## src/rtl/priority_pkg.sv

```systemverilog
// Types and helpers shared by the fixed-priority encoder and its request collector.
package priority_pkg;

  typedef enum logic [1:0] {
    SCAN,
    WAIT,
    OFFER
  } state_t;

  // One-hot decode of idx into an n-bit mask (n <= 32); out-of-range indices give zero.
  function automatic logic [31:0] onehot(input logic [31:0] idx, input int unsigned n);
    logic [31:0] mask;
    mask = '0;
    for (int unsigned i = 0; i < 32; i++) begin
      if ((i < n) && (idx == i)) begin
        mask[i] = 1'b1;
      end
    end
    return mask;
  endfunction

endpackage

```

## src/rtl/req_collector_if.sv

```systemverilog
// Grant channel from the request collector to its downstream consumer.
interface req_collector_if #(
  parameter int N = 8
);
  localparam int IW = $clog2(N);

  logic          grant_valid;
  logic [IW-1:0] grant_idx;
  logic          grant_ready;

  modport master (
    output grant_valid,
    output grant_idx,
    input  grant_ready
  );

  modport slave (
    input  grant_valid,
    input  grant_idx,
    output grant_ready
  );
endinterface

```

## src/rtl/req_collector.sv

```systemverilog
// Collects request pulses into a sticky pending vector, feeds the priority encoder
// and turns its registered result into a valid/ready grant.
module req_collector
  import priority_pkg::*;
#(
  parameter  int N     = 8,
  parameter  int CNT_W = 8,
  localparam int IW    = $clog2(N)
) (
  input  logic             clk,
  input  logic             rst_n,
  input  logic [N-1:0]     req_pulse,
  output logic [N-1:0]     enc_req,
  input  logic             enc_valid,
  input  logic [IW-1:0]    enc_idx,
  req_collector_if.master  gnt,
  output logic [CNT_W-1:0] coalesce_cnt,
  output logic             enc_err
);

  state_t        state, state_next;
  logic [N-1:0]  pending, pending_next;
  logic [N-1:0]  grant_mask, clr_mask, enc_mask;
  logic [IW-1:0] grant_idx_q, grant_idx_next;
  logic          err_next;
  logic          accept;
  logic          coalesce_hit;

  assign accept     = (state == OFFER) && gnt.grant_ready;
  assign grant_mask = N'(onehot(32'(grant_idx_q), N));
  assign enc_mask   = N'(onehot(32'(enc_idx), N));
  assign clr_mask   = accept ? grant_mask : '0;

  // Set wins over clear: a fresh pulse on the line being serviced stays pending.
  assign pending_next = (pending & ~clr_mask) | req_pulse;
  assign coalesce_hit = |(req_pulse & pending & ~clr_mask);

  assign enc_req         = pending;
  assign gnt.grant_valid = (state == OFFER);
  assign gnt.grant_idx   = grant_idx_q;

  always_comb begin
    state_next     = state;
    grant_idx_next = grant_idx_q;
    err_next       = enc_err;
    unique case (state)
      SCAN: state_next = WAIT;
      WAIT: begin
        if (enc_valid) begin
          state_next     = OFFER;
          grant_idx_next = enc_idx;
          if (!(|(pending & enc_mask))) begin
            err_next = 1'b1;
          end
        end else begin
          state_next = SCAN;
        end
      end
      OFFER: begin
        if (gnt.grant_ready) begin
          state_next = SCAN;
        end
      end
      default: state_next = SCAN;
    endcase
  end

  always_ff @(posedge clk or negedge rst_n) begin
    if (!rst_n) begin
      state        <= SCAN;
      pending      <= '0;
      grant_idx_q  <= '0;
      enc_err      <= 1'b0;
      coalesce_cnt <= '0;
    end else begin
      state       <= state_next;
      pending     <= pending_next;
      grant_idx_q <= grant_idx_next;
      enc_err     <= err_next;
      if (coalesce_hit && (coalesce_cnt != '1)) begin
        coalesce_cnt <= coalesce_cnt + CNT_W'(1);
      end
    end
  end

  // A faulty encoder result is reported via enc_err, so the pending check is waived then.
  a_grant_pending: assert property (@(posedge clk) disable iff (!rst_n || enc_err)
    gnt.grant_valid |-> |(pending & grant_mask));

  a_grant_stable: assert property (@(posedge clk) disable iff (!rst_n)
    (gnt.grant_valid && !gnt.grant_ready) |=> (gnt.grant_valid && $stable(grant_idx_q)));

  a_grant_source: assert property (@(posedge clk) disable iff (!rst_n)
    $rose(gnt.grant_valid) |-> $past((state == WAIT) && enc_valid));

endmodule

```

## src/flat_wrapper.sv

```systemverilog
// flat-port wrapper written by rule: the top's interface ports become plain ports
module req_collector_flat import priority_pkg::*;
#(
  parameter  int N     = 8,
  parameter  int CNT_W = 8,
  localparam int IW    = $clog2(N)
)
  (clk, rst_n, req_pulse, enc_req, enc_valid, enc_idx, coalesce_cnt, enc_err, gnt_grant_valid, gnt_grant_idx, gnt_grant_ready);
  req_collector_if #(.N(N)) gnt_i ();
  input  logic clk;
  input  logic rst_n;
  input  logic [N-1:0] req_pulse;
  output logic [N-1:0] enc_req;
  input  logic enc_valid;
  input  logic [IW-1:0] enc_idx;
  output logic [CNT_W-1:0] coalesce_cnt;
  output logic enc_err;
  output wire logic [$bits(gnt_i.grant_valid)-1:0] gnt_grant_valid;
  output wire logic [$bits(gnt_i.grant_idx)-1:0] gnt_grant_idx;
  input wire logic [$bits(gnt_i.grant_ready)-1:0] gnt_grant_ready;
  assign gnt_grant_valid = gnt_i.grant_valid;
  assign gnt_grant_idx = gnt_i.grant_idx;
  assign gnt_i.grant_ready = gnt_grant_ready;
  req_collector #(.N(N), .CNT_W(CNT_W)) u_core (.clk(clk), .rst_n(rst_n), .req_pulse(req_pulse), .enc_req(enc_req), .enc_valid(enc_valid), .enc_idx(enc_idx), .gnt(gnt_i), .coalesce_cnt(coalesce_cnt), .enc_err(enc_err));
endmodule
```

## config.mk

```make
export PLATFORM = sky130hd
export DESIGN_NAME = req_collector_flat
export DESIGN_NICKNAME = d
export VERILOG_FILES = /design/src/rtl/priority_pkg.sv /design/src/rtl/req_collector_if.sv /design/src/rtl/req_collector.sv /design/src/flat_wrapper.sv
export SDC_FILE = /design/constraint.sdc
export NUM_CORES = 1
export LEC_CHECK = 0
export BUFFER_PORTS_ARGS = -buffer_cell sky130_fd_sc_hd__buf_2
export CORE_UTILIZATION = 49
export DETAILED_ROUTE_END_ITERATION = 8
export PLACE_DENSITY = 0.83
export SYNTH_ARGS = -nofsm -noshare
export SYNTH_HDL_FRONTEND = slang
export SYNTH_SLANG_ARGS = --single-unit
```

## constraint.sdc

```tcl
create_clock -name clk -period 2.3 [get_ports clk]
set_clock_uncertainty 0.15 [all_clocks]
set_input_delay 0.115 -clock clk [delete_from_list [all_inputs] [get_ports clk]]
set_output_delay 0.115 -clock clk [all_outputs]
set_load 0.02 [all_outputs]
```

==> flow_summary.ini, run 1 <==
[cells_and_area]
final_util_pct = 73.0
stdcell_count = 170
multi_input_comb_area_um2 = 559
syn_to_final_growth_pct = 34.6
nNetsFinal = 160
final_common_cell = buf_2
drive_gt1_share_pct = 37.8
n_antenna_cell = 0
layout_common_cells = buf_2, dfrtp_1, nand2_1, dlygate4sd3_1, a21o_1
seqCellArea_um2 = 551
fill_cells = 146

[global_routing]
gr-max-usage-layer = met2
grtUsageMet3_pct = 6.79
overflow = 0
met1_usage_pct = 26.6
grt_max_degree = 23
grt_pass1_wl_mm = 4.29
antenna_found_initial = 0
grt_pass1_vias = 985
groute.usage.overall_pct = 23.6
grtUsageMet2_pct = 41.7

[hold_path]
hp-start = enc_valid
min_path_type = in -> reg
hold_path_depth = 3
min_to = u_core.enc_err

[worst_setup_path]
cp-startpoint = u_core.state[0]
r2r_cells = 5
cp_max_fo = 7
rrSetupSlack_ns = 0.18
r2r_end = u_core.coalesce_cnt[1]
crit_slowest_cell = dfrtp_1
worstPathRequired_ns = 2.36
end_kind = register
start_kind = register
crit_arrival_ns = 2.17
r2r-start = u_core.state[0]
worstPathCellList = nor3b_4 -> a21oi_2 -> nor4_4 -> a41oi_4 -> mux2_4
path_class = reg -> reg
max_stage_delay_ns = 0.46

[die]
start_util_pct = 54.2
io_pins = 36
die_y_um = 49.8
core_mm2 = 0.00206
die-area_mm2 = 0.00248
core.rowCount = 16
die_w_um = 49.8

[place]
post-dp-hpwl_mm = 1.74
portBuffers = 35
gp_congestion = 0.854
dp.cells = 153

[synthesis]
netlist_area_mm2 = 0.00112
synth-compound-area-share_pct = 13.9
synth-adder-area-share_pct = 1.12
yosys_warnings = 0
synth_top_area_cell = dfrtp_1
ys_seq_elements = 22
yosys.area_share.simple_pct = 20.0
synthTopCellsByArea = dfrtp_1, a21o_1, nand2_1, mux2_2, mux4_2
seq_area_frac_synth_pct = 49.2
synth.area.mux_share_pct = 10.3
syn_inst = 92
synth-xor-area-share_pct = 4.70
synth_top_family_by_area = simple AND/OR/NAND/NOR gates
syn_area_per_cell_um2 = 12.2
synth.top_cell.area_share_pct = 49.2
ys_types = 30
synth.net_count = 108

[drt]
ant_nets = 0
vias_per_cell = 5.55
drt_first_pass_iters = 6
wirelength_mm = 2.55
routedWlPerCell_um = 15.0
num_vias = 943
drcViolationCount = 0
drtIter0Drc = 16

[cts]
cts_tree = done
ctsHoldBuffers = 13
post_cts_resized = 0
cts_buffers = 3
cts_root_buffer = clkbuf_4
post_cts_buffers = 0
cts.clk_slew.worst_paths_ns = 0.12
clkLatencyLatePin_ns = 0.31
cts.sinks = 22
cts_max_path_buffers = 2
htree_levels = 1

[sta]
max_slew.worst_pin.slew_ns = 0.479
hold_viol = 0
final.setup.tns_ns = 0
period_minus_slack_ns = 2.12
setup_violations = 0
rsz0062_at_grt = false
period_share_pct = 92.0
slew_violations = 0
slew_headroom_pct = 68.1
fmax_ghz = 0.473

[power_and_ir_drop]
p_total_mw = 1.58
vdd_ir_drop_max_uv = 744
power.density_mw_per_mm2 = 1050
p_leak_nw = 0.649

[outcome]
status = finished clean

[flow_run]
maxCapViolations = 0
## where the power goes
group	leakage, nW	total [mW]	switching [mW]	internal, mW
Combinational	0.380	0.613	0.334	0.278
Sequential	0.240	0.677	0.166	0.511
Clock	0.0279	0.288	0.112	0.176
Total	0.649	1.58	0.612	0.966
## area by class of cell
type,instances,share of cell area (%)
multi-input cells,68,37.2
clock inverters,1,2.00
repair buffers,48,20.3
clock buffers,3,1.50
inverters,1,0.249
well taps,27,2.24
flip-flops and latches,22,36.6
## through the flow
stage               area [um^2]  hold slack [ns]  setup WS (ns)
global route               1510           0.0682         0.0957
floorplan                  1120           -0.331          0.277
finish                     1510           0.0599          0.185
global placement           1320          -0.0529          0.258
CTS                        1510           0.0639          0.182
detailed placement         1320          -0.0486          0.196
## metal layers
layer  routed length, um  vias to the layer above
met2                1300                       41
met1                1020                      459
met5                   0                        -
met3                 166                        6
li1                    -                      437
met4                  53                        0
## critical path, delay by kind of cell (launching register included)
kind / cells / cell delay, ns
multiplexers: 1 / 0.34
AND/OR/NAND/NOR: 2 / 0.73
flip-flops: 1 / 0.46
AO/OA/AOI/OAI: 2 / 0.34
## synth_stat cells
| master | count |
|---|---|
| dfrtp_1 | 22 |
| ha_1 | 1 |
| or2b_1 | 1 |
| and3b_1 | 3 |
| inv_1 | 1 |
| nor4_4 | 1 |
| a41oi_4 | 1 |
| a21o_1 | 8 |
| nand3_1 | 2 |
| nor3b_2 | 1 |
| nor2_1 | 3 |
| a21oi_1 | 3 |
| a21oi_2 | 2 |
| xor2_1 | 1 |
| o21ai_0 | 1 |
| a41o_1 | 1 |
| nand2_1 | 13 |
| a31oi_2 | 1 |
| mux2_4 | 1 |
| nor3b_4 | 1 |
| mux2_2 | 4 |
| nand3b_1 | 1 |
| mux4_2 | 2 |
| xnor2_1 | 5 |
| o21bai_1 | 1 |
| nand3_2 | 1 |
| nand4_1 | 6 |
| buf_2 | 1 |
| mux2i_1 | 1 |
| and3_1 | 2 |
## cells by family after synthesis
| group | after synthesis |
|---|---|
| mux | 8 |
| compound gates | 18 |
| simple gates | 35 |
| buf+inv | 2 |
| fa+ha+maj | 1 |
| flops | 22 |
| xor+xnor | 6 |
## state kept, by name (all words and copies together) (netlist names)
signal,flops
u_core.enc_err,1
u_core.enc_req,8
u_core.coalesce_cnt,8
u_core.gnt.grant_idx,3
u_core.state,2
## worst max-delay path by stage
stage	to
CTS	u_core.coalesce_cnt[1]
global route	u_core.coalesce_cnt[1]
detailed placement	u_core.coalesce_cnt[1]
finish	u_core.coalesce_cnt[1]
floorplan	u_core.coalesce_cnt[1]
global placement	u_core.coalesce_cnt[1]
(Power assumes the default switching activity.)
==> run 2: changes to the inputs <==
--- a/config.mk
+++ b/config.mk
@@ -6,6 +6,7 @@
 export NUM_CORES = 1
 export LEC_CHECK = 0
 export BUFFER_PORTS_ARGS = -buffer_cell sky130_fd_sc_hd__buf_2
+export CORE_ASPECT_RATIO = 0.7
 export CORE_UTILIZATION = 49
 export DETAILED_ROUTE_END_ITERATION = 8
 export PLACE_DENSITY = 0.83
==> run 2 against run 1 <==
Combinational power rose by 0.8%. Critical path depth unchanged. Cell count is 2.4% higher. Die area is 0.12% higher. Sequential power is 0.7% lower. Maximum frequency decreased by 0.27%. Hold slack gained 0.026 ns. Clock power fell by 41%. First-iteration DRC count up 140%. Worst setup slack worse by 0.0057 ns. Critical endpoint unchanged.
==> flow_summary.ini, run 2 (same netlist as run 1, synthesis figures left out) <==
[sta]
max_slew.worst_pin.slew_ns = 0.488
setup_violations = 0
final.setup.tns_ns = 0
period_share_pct = 92.2
setup_ws_ns = 0.179
slew_headroom_pct = 67.5
hold_viol = 0
period_minus_slack_ns = 2.12
whs_ns = 0.0863
slew_violations = 0
rsz0062_at_grt = false
fmax_ghz = 0.471

[worst_setup_path]
r2r-start = u_core.state[0]
crit_family = simple AND/OR/NAND/NOR gates
path_class = reg -> reg
max_stage_delay_ns = 0.46
rrSetupSlack_ns = 0.18
r2r_end = u_core.coalesce_cnt[1]
worstPathCellList = nor3b_4 -> nand4_1 -> a31oi_2 -> a41oi_4 -> mux2_4
cp.buffers_inverters = 0
cp-startpoint = u_core.state[0]
crit_arrival_ns = 2.17
end_kind = register
cp_max_fo = 7
crit_slowest_cell = dfrtp_1
r2r_cells = 5
start_kind = register
worstPathRequired_ns = 2.35

[cells_and_area]
nNetsFinal = 160
syn_to_final_growth_pct = 32.4
layout_common_cells = buf_2, dfrtp_1, nand2_1, dlygate4sd3_1, a21o_1
final_common_cell = buf_2
final_cell_area_mm2 = 0.00148
drive_gt1_share_pct = 37.3
n_antenna_cell = 0

[drt]
wirelength_mm = 2.48
num_vias = 911
ant_nets = 0
drtIter0Drc = 38
drt_first_pass_iters = 4
vias_per_cell = 5.24
routedWlPerCell_um = 14.2
drcViolationCount = 0

[die]
core.rowCount = 14
die_y_um = 42.0
io_pins = 36
core_mm2 = 0.00215
die_w_um = 59.1
start_util_pct = 51.9
die-area_mm2 = 0.00248

[hold_path]
hold_path_depth = 3
min_path_type = in -> reg
min_to = u_core.enc_err
hp-start = enc_valid

[cts]
htree_levels = 1
cts_max_path_buffers = 2
cts_tree = done
cts_buffers = 3
cts.sinks = 22
cts.clk_slew.worst_paths_ns = 0.11
clkLatencyLatePin_ns = 0.30
post_cts_buffers = 0
cts_root_buffer = clkbuf_4

[global_routing]
groute.usage.overall_pct = 22.3
grt_max_degree = 23
grt_pass1_vias = 841
grt_pass1_wl_mm = 4.08
overflow = 0
antenna_found_initial = 0

[place]
post-dp-hpwl_mm = 1.75
portBuffers = 35
pre_cts_slack_ns = 0.217
place_area_mm2 = 0.00133
gp_congestion = 0.824

[flow_run]
maxCapViolations = 0

[power_and_ir_drop]
power.density_mw_per_mm2 = 986
vdd_ir_drop_max_uv = 471
p_leak_nw = 0.634

[outcome]
status = finished clean
==> run 2: cell count changes in the layout (fill, tap and decap cells not counted) <==
| cell | change |
|---|---|
| bufinv_16 | -1 |
==> run 2: worst max-delay path by stage <==
stage / cells after the start / slack [ns] / endpoint
6_report: 5 / 0.18 / u_core.coalesce_cnt[1]
5_1_grt: 5 / 0.1 / u_core.coalesce_cnt[1]
4_1_cts: 5 / 0.19 / u_core.coalesce_cnt[1]
3_5_place_dp: 5 / 0.22 / u_core.coalesce_cnt[1]
3_3_place_gp: 5 / 0.25 / u_core.coalesce_cnt[1]
2_1_floorplan: 5 / 0.28 / u_core.coalesce_cnt[1]
==> run 2: report_power, final <==
group          internal, mW  total (mW)  switching (mW)
clock                0.0611       0.169           0.108
combinational         0.278       0.618           0.341
sequential            0.511       0.672           0.161
==> run 2: through the flow <==
step | instances | total power, mW | utilization (%)
2_1_floorplan | 92 | 1.07 | -
3_3_place_gp | 158 | 1.25 | 61.7
3_5_place_dp | 158 | 1.27 | 61.7
4_1_cts | 174 | 1.47 | 68.8
5_1_grt | 174 | 1.55 | 68.8
6_report | 174 | 1.46 | 68.8
==> run 2: final cells by class <==
class | instances | area [um^2]
fill | 167 | 673
timing repair buffer | 48 | 305
clock buffer | 3 | 22.5
tap | 32 | 40.0
sequential | 22 | 551
multi-input combinational | 68 | 559
inverter | 1 | 3.75
==> run 2: worst min-delay path, cell delays in order <==
cell and delay [ns]:
buf_2 0.09, nand3b_1 0.19, o21bai_1 0.11
==> run 2: timing repair <==
action | 4_1_cts | 5_1_grt
hold endpoints to repair | 35 | 0
hold buffers | 13 | 0
resized for setup | 0 | 0
==> run 2: routing by layer <==
metal / vias to the layer above / GRT usage [%] / part of all wire, %
met3: 0 / 5.56 / 6.5
met4: 0 / 2.86 / 0
met1: 433 / 36.7 / 52
met5: - / 0 / 0
li1: 441 / - / -
met2: 37 / 30.2 / 41
==> run 3: changes to the inputs <==
--- a/config.mk
+++ b/config.mk
@@ -10,6 +10,7 @@
 export CORE_UTILIZATION = 49
 export DETAILED_ROUTE_END_ITERATION = 8
 export PLACE_DENSITY = 0.83
+export REMOVE_ABC_BUFFERS = 1
 export SYNTH_ARGS = -nofsm -noshare
 export SYNTH_HDL_FRONTEND = slang
 export SYNTH_SLANG_ARGS = --single-unit
==> run 3 against run 2 <==
Critical path depth stayed put. First-iteration DRC count stayed put. Die area stayed put. Via count is 0.77% higher. Utilization stayed put. Clock power is 3% higher. Hold slack better by 0.028 ns. Sequential power hardly changed. Design area stayed put. Combinational power hardly changed. Worst setup slack worse by 0.066 ns. Cell count stayed put. Largest cell class unchanged. Highest routed layer is now met4.
==> flow_summary.ini, run 3 (same netlist as run 1, synthesis figures left out) <==
[die]
core_mm2 = 0.00215
io_pins = 36
core.rowCount = 14
die-area_mm2 = 0.00248
die_w_um = 59.1
die_y_um = 42.0
start_util_pct = 51.9

[drt]
vias_per_cell = 5.28
routedWlPerCell_um = 13.8
drt_first_pass_iters = 4
drtIter0Drc = 38
drcViolationCount = 0
wirelength_mm = 2.40
num_vias = 918
ant_nets = 0

[cells_and_area]
layout_common_cells = buf_2, dfrtp_1, nand2_1, dlygate4sd3_1, a21o_1
nNetsFinal = 160
n_antenna_cell = 0
final_common_cell = buf_2
multi_input_comb_area_um2 = 559
syn_to_final_growth_pct = 32.4
seqCellArea_um2 = 551
fill_cells = 161
drive_gt1_share_pct = 37.3

[worst_setup_path]
path_class = reg -> reg
cp-startpoint = u_core.state[0]
start_kind = register
critPathCapture = u_core.coalesce_cnt[1]
r2r_cells = 5
crit_arrival_ns = 2.25
end_kind = register
cp_max_fo = 7
worstPathRequired_ns = 2.36
r2r_end = u_core.coalesce_cnt[1]
rrSetupSlack_ns = 0.11
r2r-start = u_core.state[0]

[sta]
period_minus_slack_ns = 2.19
fmax_ghz = 0.457
max_slew.worst_pin.slew_ns = 0.480
slew_headroom_pct = 68.0
period_share_pct = 95.1
setup_violations = 0
hold_viol = 0
final.setup.tns_ns = 0
rsz0062_at_grt = false
slew_violations = 0

[global_routing]
groute.usage.overall_pct = 22.9
grt_pass1_vias = 871
grt_max_degree = 23
overflow = 0
antenna_found_initial = 0
grt_pass1_wl_mm = 4.06

[cts]
post_cts_buffers = 0
htree_levels = 1
cts_root_buffer = clkbuf_4
cts.clk_slew.worst_paths_ns = 0.12
cts_buffers = 3
clkLatencyLatePin_ns = 0.31
cts_tree = done
cts.sinks = 22
cts_max_path_buffers = 2

[hold_path]
min_path_type = in -> reg

[power_and_ir_drop]
p_leak_nw = 0.634
vdd_ir_drop_max_uv = 625
power.density_mw_per_mm2 = 987
p_total_mw = 1.46

[outcome]
status = finished clean

[place]
post-dp-hpwl_mm = 1.84
gp_congestion = 0.829
portBuffers = 35

[flow_run]
maxCapViolations = 0
[run 3: cell counts in the layout (fill, tap and decap cells not counted)]
No cell type changed its count.
[run 3: area by class of cell]
class | instances | area share (%)
Multi-Input combinational cell | 68 | 37.8
Sequential cell | 22 | 37.2
Timing Repair Buffer | 48 | 20.6
Tap cell | 32 | 2.70
Clock buffer | 3 | 1.52
Inverter | 1 | 0.253
[run 3: worst min path at each step]
stage,from,to,slack (ns),cells after the start
4_1_cts,enc_valid,u_core.enc_err,0.09,3
6_report,enc_valid,u_core.enc_err,0.11,3
2_1_floorplan,rst_n,u_core.coalesce_cnt[0],-0.33,0
5_1_grt,enc_valid,u_core.enc_err,0.13,3
3_5_place_dp,rst_n,u_core.coalesce_cnt[4],-0.05,1
3_3_place_gp,rst_n,u_core.coalesce_cnt[4],-0.05,1
[run 3: routing by layer]
metal	GRT usage [%]	wire length (um)
met4	7.14	31
met5	0	0
met3	7.72	149
met2	34.1	1110
met1	31.8	1110
[run 3: timing repair]
| action | in CTS | in global routing |
|---|---|---|
| gates resized for setup | 0 | 0 |
| hold endpoints to repair | 35 | 0 |
| hold buffers | 13 | 0 |
[run 3: stage by stage]
stage / cell area (um^2) / setup WS, ns / utilization (%) / cells / hold slack, ns
after CTS: 1480 / 0.139 / 68.8 / 174 / 0.0861
after floorplan: 1110 / 0.277 / - / 91 / -0.331
after global placement: 1330 / 0.243 / 61.7 / 158 / -0.0487
after detailed placement: 1330 / 0.155 / 61.7 / 158 / -0.0464
final: 1480 / 0.113 / 68.8 / 174 / 0.114
after global routing: 1480 / 0.0227 / 68.8 / 174 / 0.127
[run 3: where the power goes]
| group | total (mW) | internal (mW) | switching (mW) |
|---|---|---|---|
| combinational | 0.617 | 0.278 | 0.339 |
| sequential | 0.671 | 0.511 | 0.160 |
| clock | 0.174 | 0.0613 | 0.113 |
| total | 1.46 | 0.851 | 0.611 |
[run 3: worst max-delay path, cell delays in order (launching register included)]
cell     delay (ns)
dfrtp_1        0.46
nor3b_4        0.40
a21oi_2        0.12
nor4_4         0.38
a41oi_4        0.23
mux2_4         0.34
